--- src/rtl/imm_extend_pipe.sv ---
// imm_extend_pipe
//   Widens an IN_W-bit immediate to OUT_W bits (sign, zero, upper, branch).
//   The result sits in an output register backed by one skid register, so
//   in_ready comes straight from a flop and never depends on out_ready.
module imm_extend_pipe #(
   parameter int IN_W     = 16,
   parameter int OUT_W    = 32,
   parameter int BR_SHIFT = 2
) (
   input  logic             Clk,
   input  logic             Reset,
   input  logic             in_valid,
   output logic             in_ready,
   input  logic [IN_W-1:0]  in_imm,
   input  logic [1:0]       in_mode,
   output logic             out_valid,
   input  logic             out_ready,
   output logic [OUT_W-1:0] out_data,
   output logic [1:0]       out_mode
);

   localparam int PAD_W = OUT_W - IN_W;

   typedef enum logic [1:0] {
      MODE_SEXT   = 2'd0,
      MODE_ZEXT   = 2'd1,
      MODE_UPPER  = 2'd2,
      MODE_BRANCH = 2'd3
   } mode_e;

   typedef struct packed {
      logic [1:0]       mode;
      logic [OUT_W-1:0] data;
   } entry_t;

   // Reject parameter sets for which the extension formulas are meaningless.
   if (IN_W < 1 || OUT_W <= IN_W || BR_SHIFT < 0 || BR_SHIFT >= OUT_W) begin : g_param_check
      $error("imm_extend_pipe: need 1 <= IN_W < OUT_W and 0 <= BR_SHIFT < OUT_W");
   end

   logic [OUT_W-1:0] sext_w;
   logic [OUT_W-1:0] ext_w;

   assign sext_w = {{PAD_W{in_imm[IN_W-1]}}, in_imm};

   // Extension arithmetic, evaluated on the input side before registering.
   always_comb begin
      // NOTE: every always_comb output gets a default first so no path can infer a latch.
      ext_w = sext_w;
      case (mode_e'(in_mode))
         MODE_SEXT:   ext_w = sext_w;
         MODE_ZEXT:   ext_w = {{PAD_W{1'b0}}, in_imm};
         MODE_UPPER:  ext_w = {in_imm, {PAD_W{1'b0}}};
         MODE_BRANCH: ext_w = sext_w << BR_SHIFT;
         default:     ext_w = sext_w;
      endcase
   end

   entry_t main_q, main_d;
   entry_t skid_q, skid_d;
   logic   main_valid_q, main_valid_d;
   logic   skid_valid_q, skid_valid_d;
   logic   in_ready_q, in_ready_d;
   logic   accept;
   logic   main_free;

   assign accept    = in_valid && in_ready_q;
   // Main can load this edge when it is empty or its content is being taken.
   assign main_free = !main_valid_q || out_ready;

   // Next-state for the two-entry buffer; skid always drains into main first.
   always_comb begin
      main_d       = main_q;
      main_valid_d = main_valid_q;
      skid_d       = skid_q;
      skid_valid_d = skid_valid_q;
      if (main_free) begin
         if (skid_valid_q) begin
            main_d       = skid_q;
            main_valid_d = 1'b1;
            skid_valid_d = accept;
            if (accept) begin
               skid_d = '{mode: in_mode, data: ext_w};
            end
         end else begin
            main_valid_d = accept;
            if (accept) begin
               main_d = '{mode: in_mode, data: ext_w};
            end
         end
      end else if (accept) begin
         skid_d       = '{mode: in_mode, data: ext_w};
         skid_valid_d = 1'b1;
      end
      // in_ready is registered from the next skid state, keeping it off the out_ready path.
      in_ready_d = !skid_valid_d;
   end

   // State registers with asynchronous clear of both entries and their valids.
   always_ff @(posedge Clk or posedge Reset) begin
      if (Reset) begin
         // NOTE: only two small entries, so their data is cleared too; out_data must read 0 in reset.
         main_q       <= '0;
         skid_q       <= '0;
         main_valid_q <= 1'b0;
         skid_valid_q <= 1'b0;
         in_ready_q   <= 1'b1;
      end else begin
         // NOTE: non-blocking assignments so every register samples pre-edge values.
         main_q       <= main_d;
         skid_q       <= skid_d;
         main_valid_q <= main_valid_d;
         skid_valid_q <= skid_valid_d;
         in_ready_q   <= in_ready_d;
      end
   end

   assign in_ready  = in_ready_q;
   assign out_valid = main_valid_q;
   assign out_data  = main_q.data;
   assign out_mode  = main_q.mode;

endmodule
--- config.mk ---
export PLATFORM = sky130hd
export DESIGN_NAME = imm_extend_pipe
export DESIGN_NICKNAME = d
export VERILOG_FILES = /design/src/rtl/imm_extend_pipe.sv
export SDC_FILE = /design/constraint.sdc
export NUM_CORES = 1
export LEC_CHECK = 0
export CORE_MARGIN = 2
export CORE_UTILIZATION = 35
export DETAILED_ROUTE_END_ITERATION = 8
export DONT_BUFFER_PORTS = 1
export PLACE_DENSITY = 0.45
export SLEW_MARGIN = 30
export SYNTH_ARGS = -nofsm -noshare
export SYNTH_HDL_FRONTEND = slang
export SYNTH_SLANG_ARGS = --single-unit
--- constraint.sdc ---
create_clock -name Clk -period 3.72 [get_ports Clk]
set_input_delay 0.93 -clock Clk [delete_from_list [all_inputs] [get_ports Clk]]
set_output_delay 0.93 -clock Clk [all_outputs]
set_load 0.05 [all_outputs]
Word-level counts from Yosys, hierarchy flattened
Cells that the tools add are included.
{"block": "totals", "n_memories": 0, "ram_bits": 0, "output_inout_bits": 36, "elab_cells": 28, "regBits": 71, "latch_bits": 0, "romBits": 0, "inputBits": 22}
{"block": "op_classes", "order_cmp": 0, "mul": 0, "bitwise_logic": 0, "shifts": 0, "n_reduce_logical": 7, "addsub": 0, "div": 0, "muxes": 10, "eq_ne": 4}
{"operator": "two-way mux 34 bit", "n": 5}
{"operator": "one-hot mux 32 bit (4 select lines)", "n": 1}
{"operator": "== test 2 bit (second input constant)", "n": 2}
{"operator": "two-way mux 1 bit", "n": 4}
{"operator": "== test 2 x 1 -> 1 bit (second input constant)", "n": 1}
{"operator": "logical NOT 1 bit", "n": 2}
{"operator": "logical NOT 2 bit", "n": 1}
{"operator": "inequality test 2 bit (second input constant)", "n": 1}
{"operator": "AND reduction 2 bit", "n": 1}
{"operator": "nonzero test 2 bit", "n": 1}
{"operator": "logical AND 1 bit", "n": 1}
{"operator": "logical OR 1 bit", "n": 1}

Depth between registers and ports, before layout
{"block": "logic_depth", "word_depth": 5, "mapped_depth": 6, "mapped_depth_nobuf": 3}

Least setup slack after synthesis
No wires, ideal clock.
{"block": "synth_timing", "path_kind": "input to register", "start": "input in_mode[0]", "end": "register main_q (netlist bit out_data[16])", "setup_time_ns": 0.132, "path_buffers": 2, "arrival_time_ns": 1.926, "path_slack_ns": 1.662, "path_stages": 5, "required_ns": 3.588, "cell_sequence": "buf_2 buf_4 mux2_2 a21oi_1 o211ai_2"}
{"block": "synth_between", "elab_chain_cells": 4, "word_cells_on_any_way": 7, "cone_classes": "eq/ne: 3; mux: 3; reduce/logical: 1"}
{"element": "from (decl)", "line_no": "15", "source": "input logic [1:0] in_mode,"}
{"element": "== test 2 bit (tied with other cells)", "line_no": "50", "source": "case (mode_e'(in_mode))"}
{"element": "one-hot mux 32 bit (4 select lines) (*)", "line_no": "50"}
{"element": "two-way mux 34 bit (*)", "line_no": "87", "source": "if (accept) begin"}
{"element": "two-way mux 34 bit (*)", "line_no": "78", "source": "if (skid_valid_q) begin"}
{"element": "to (signal assigned)", "line_no": "110", "source": "main_q <= main_d;"}
{"element": "to (decl)", "line_no": "59", "source": "entry_t main_q, main_d;"}
Mark *: on every way between the ends. The rest lies on a longest branch, timed or not. The select of a mux whose other input is x is not followed.
A chain may end at the register's enable or synchronous reset.

Final worst setup path
{"block": "layout_timing", "start": "register main_valid_q (netlist: out_valid)", "end": "register main_q (netlist bit out_data[27])"}
{"block": "layout_between", "elab_chain_cells": 3}
{"element": "from (decl)", "line_no": "61", "source": "logic main_valid_q, main_valid_d;"}
{"element": "from (signal assigned)", "line_no": "112", "source": "main_valid_q <= main_valid_d;"}
{"element": "logical NOT 1 bit", "line_no": "69", "source": "assign main_free = !main_valid_q || out_ready;"}
{"element": "logical OR 1 bit", "line_no": "69"}
{"element": "AND reduction 2 bit (no line)"}
Every way passes these cells.

==> flow_metrics.tcl <==
set metrics [dict create \
    synth_area_leaders "dfrtp_1 47%, mux2i_1 8.9%, nor2b_1 5.2%" \
    gp_congestion 0.756 \
    slew_viol_final 0 \
    min_period_over_period_pct 61.3 \
    io_buffers 0 \
    worstSkewPairLatency_ps 340 \
    core-area_um2 10300 \
    crit_chain "nor2b_4, buf_4, or3_1, o211ai_1" \
    cts_setup_buffers 0 \
    remaining_drc_errors 0 \
    die_h_um 107 \
    worst_setup_path_end_kind "flip-flop" \
    core.rowCount 37 \
    drtIter0Drc 74 \
    synth_top_area_cell "dfrtp_1" \
    drv_cap 0 \
    root_buffer "clkbuf_8" \
    die_area_um2 11500 \
    ys_seq_area_share_pct 47.7 \
    max-slew-margin-rel_pct 47.1 \
    synth_top_area_share_pct 47.0 \
    fin_skew_ps 9.26 \
    clockBufferDepth 2 \
    grt.overflow.total 0 \
    h-tree-depth 3 \
    setup_viol 0 \
    finalHoldViolations 0 \
    ant_nets 0 \
    antenna_found_initial 0 \
    fillCellCount 1051 \
    synthArstFlopShare_pct 100 \
    crit_required_ps 3920 \
    wl_per_cell_um 18.8 \
    synth_cells 359 \
    synth.avg_cell_area_um2 10.4 \
    pin_count 58 \
    irDropWorstVdd_uv 572 \
    pre_cts_slack_ps 1290 \
    cts.sinks 71 \
    critPathSlowestCell "or3_1" \
    ys_seq_elements 71 \
    ctsResizeCount 0 \
    power.density_nw_per_um2 957 \
    num_vias 2535 \
    routed_wirelength_mm 9.19 \
    yosysWarnings 0 \
    clk_pin_slew_ps 80 \
    areaGrowthSynthToFinish_pct 7.93 \
    hp-class "reg -> reg" \
    initial_core_util_pct 36.1 \
    rsz0062_at_grt "no" \
    drtPass1Iterations 4 \
    cp_max_fo 37 \
    synth_area_um2 3720 \
    status "finished clean" \
    fp.dieW_um 107 \
    layout-drive-gt1-share_pct 16.4 \
    final_cell_mix "70 x dfrtp_1, 33 x mux2i_1, 32 x o21ai_0" \
    final.setup.tns_ps 0 \
    layout_commonest_cell "dfrtp_1" \
    p_leak_nw 1.69 \
    grt_max_degree 45 \
    critical_path_class "reg -> reg" \
    dp_hpwl_mm 6.23 \
    cpPeakStageDelay_ps 700 \
    worst_slack_ps 1440 \
    synth_fp_nets 381 \
    cts_buffers 9 \
    diodes 0 \
    synth.distinct_cells 31 \
    cts_tree "yes" \
    hold_slack_ps 489 \
    total_power_mw 3.85 \
    grtUsageTotal_pct 17.3 \
    synth_edf_count 0 \
    hold_buffers 0 \
    timing.fmax_mhz 439 \
    grt_pass1_vias 2692 \
    via_per_inst 5.18 \
    nets 370 \
    period_minus_slack_ps 2280 \
    arrival_ps 2480 \
    grt_pass1_wl_mm 15.2 \
    tightest_slew_ps 791 \
    setup.worst_path.start_class "flip-flop" \
    ys.flop_type "dfrtp_1" \
]
synth_stat cells, types with 2 or more instances:
library cell	instances
o21ai_1	5
a211oi_1	14
mux2_2	16
nand2_1	2
nor2b_1	31
o211ai_2	10
inv_1	31
a21oi_1	30
nand3_1	15
dfrtp_1	70
clkbuf_1	14
o21ai_0	32
buf_4	5
o31ai_1	15
o211ai_1	5
buf_6	4
mux2i_1	33
mux2_1	5
buf_2	10
worst paths after layout:
| path | startpoint | end | slack (ps) | depth (start not counted) |
|---|---|---|---|---|
| worst max-delay path | out_valid$_DFFE_PP0N_ | out_data[27]$_DFFE_PP0P_ | 1440 | 4 |
| worst min-delay path | skid_q[31]$_DFFE_PP0P_ | skid_q[31]$_DFFE_PP0P_ | 490 | 1 |
| worst max register to register | out_valid$_DFFE_PP0N_ | out_data[27]$_DFFE_PP0P_ | 1440 | 4 |
| worst min register to register | skid_q[31]$_DFFE_PP0P_ | skid_q[31]$_DFFE_PP0P_ | 490 | 1 |
| max in group asynchronous | Reset | skid_q[3]$_DFFE_PP0P_ | 2350 | 2 |
| min in group asynchronous | Reset | out_data[14]$_DFFE_PP0P_ | 590 | 1 |
per-stage QoR:
| step | util (%) | area [um^2] | cells |
|---|---|---|---|
| after floorplan | - | 3720 | 359 |
| after global placement | 36.8 | 3790 | 473 |
| after detailed placement | 36.8 | 3790 | 473 |
| after CTS | 38.9 | 4020 | 489 |
| after global routing | 38.9 | 4020 | 489 |
| final | 38.9 | 4020 | 489 |
critical path, delay by kind of cell (launching register included):
family	cells	cell delay [ps]
AOI/OAI and AO/OA	1	160
buffers and inverters	1	350
DFF	1	670
and+or+nand+nor	2	940
power by group:
group          internal [mW]  leakage, nW  switching, mW
Sequential              1.14        0.878          0.907
Combinational          0.472        0.694          0.627
Clock                  0.414        0.114          0.288
Total                   2.03         1.69           1.82
cells by family (layout without fill, tap and decap cells):
group / after synthesis / after routing / share of synthesized area [%]
simple gates: 55 / 55 / 8.90
flops: 71 / 71 / 47.7
compound gates: 114 / 114 / 19.9
buf+inv: 65 / 59 / 8.20
mux: 54 / 54 / 15.2
sequential cells by signal (all words and copies together), names as in the netlist:
name	cells
out_data	32
out_mode	2
out_valid	1
in_ready	1
skid_q	34
skid_valid_q	1
cell type report:
type                            count  area [um^2]  area share, %
Timing Repair Buffer               12         90.1           2.24
Multi-Input combinational cell    223         1640           40.8
Tap cell                          136          170           4.23
Sequential cell                    71         1780           44.2
Clock buffer                       13          159           3.95
Inverter                           31          116           2.90
Clock inverter                      3         65.1           1.62
routing by layer:
metal  global-route usage, %  share of wire (%)  vias to the layer above
li1                        -                  -                     1238
met1                    23.8                 48                     1245
met2                    26.2                 46                       48
met3                    6.08                5.1                        4
met4                    3.90               0.54                        0
met5                       0                  0                        -
No activity file was read; power rests on OpenSTA's default activity.
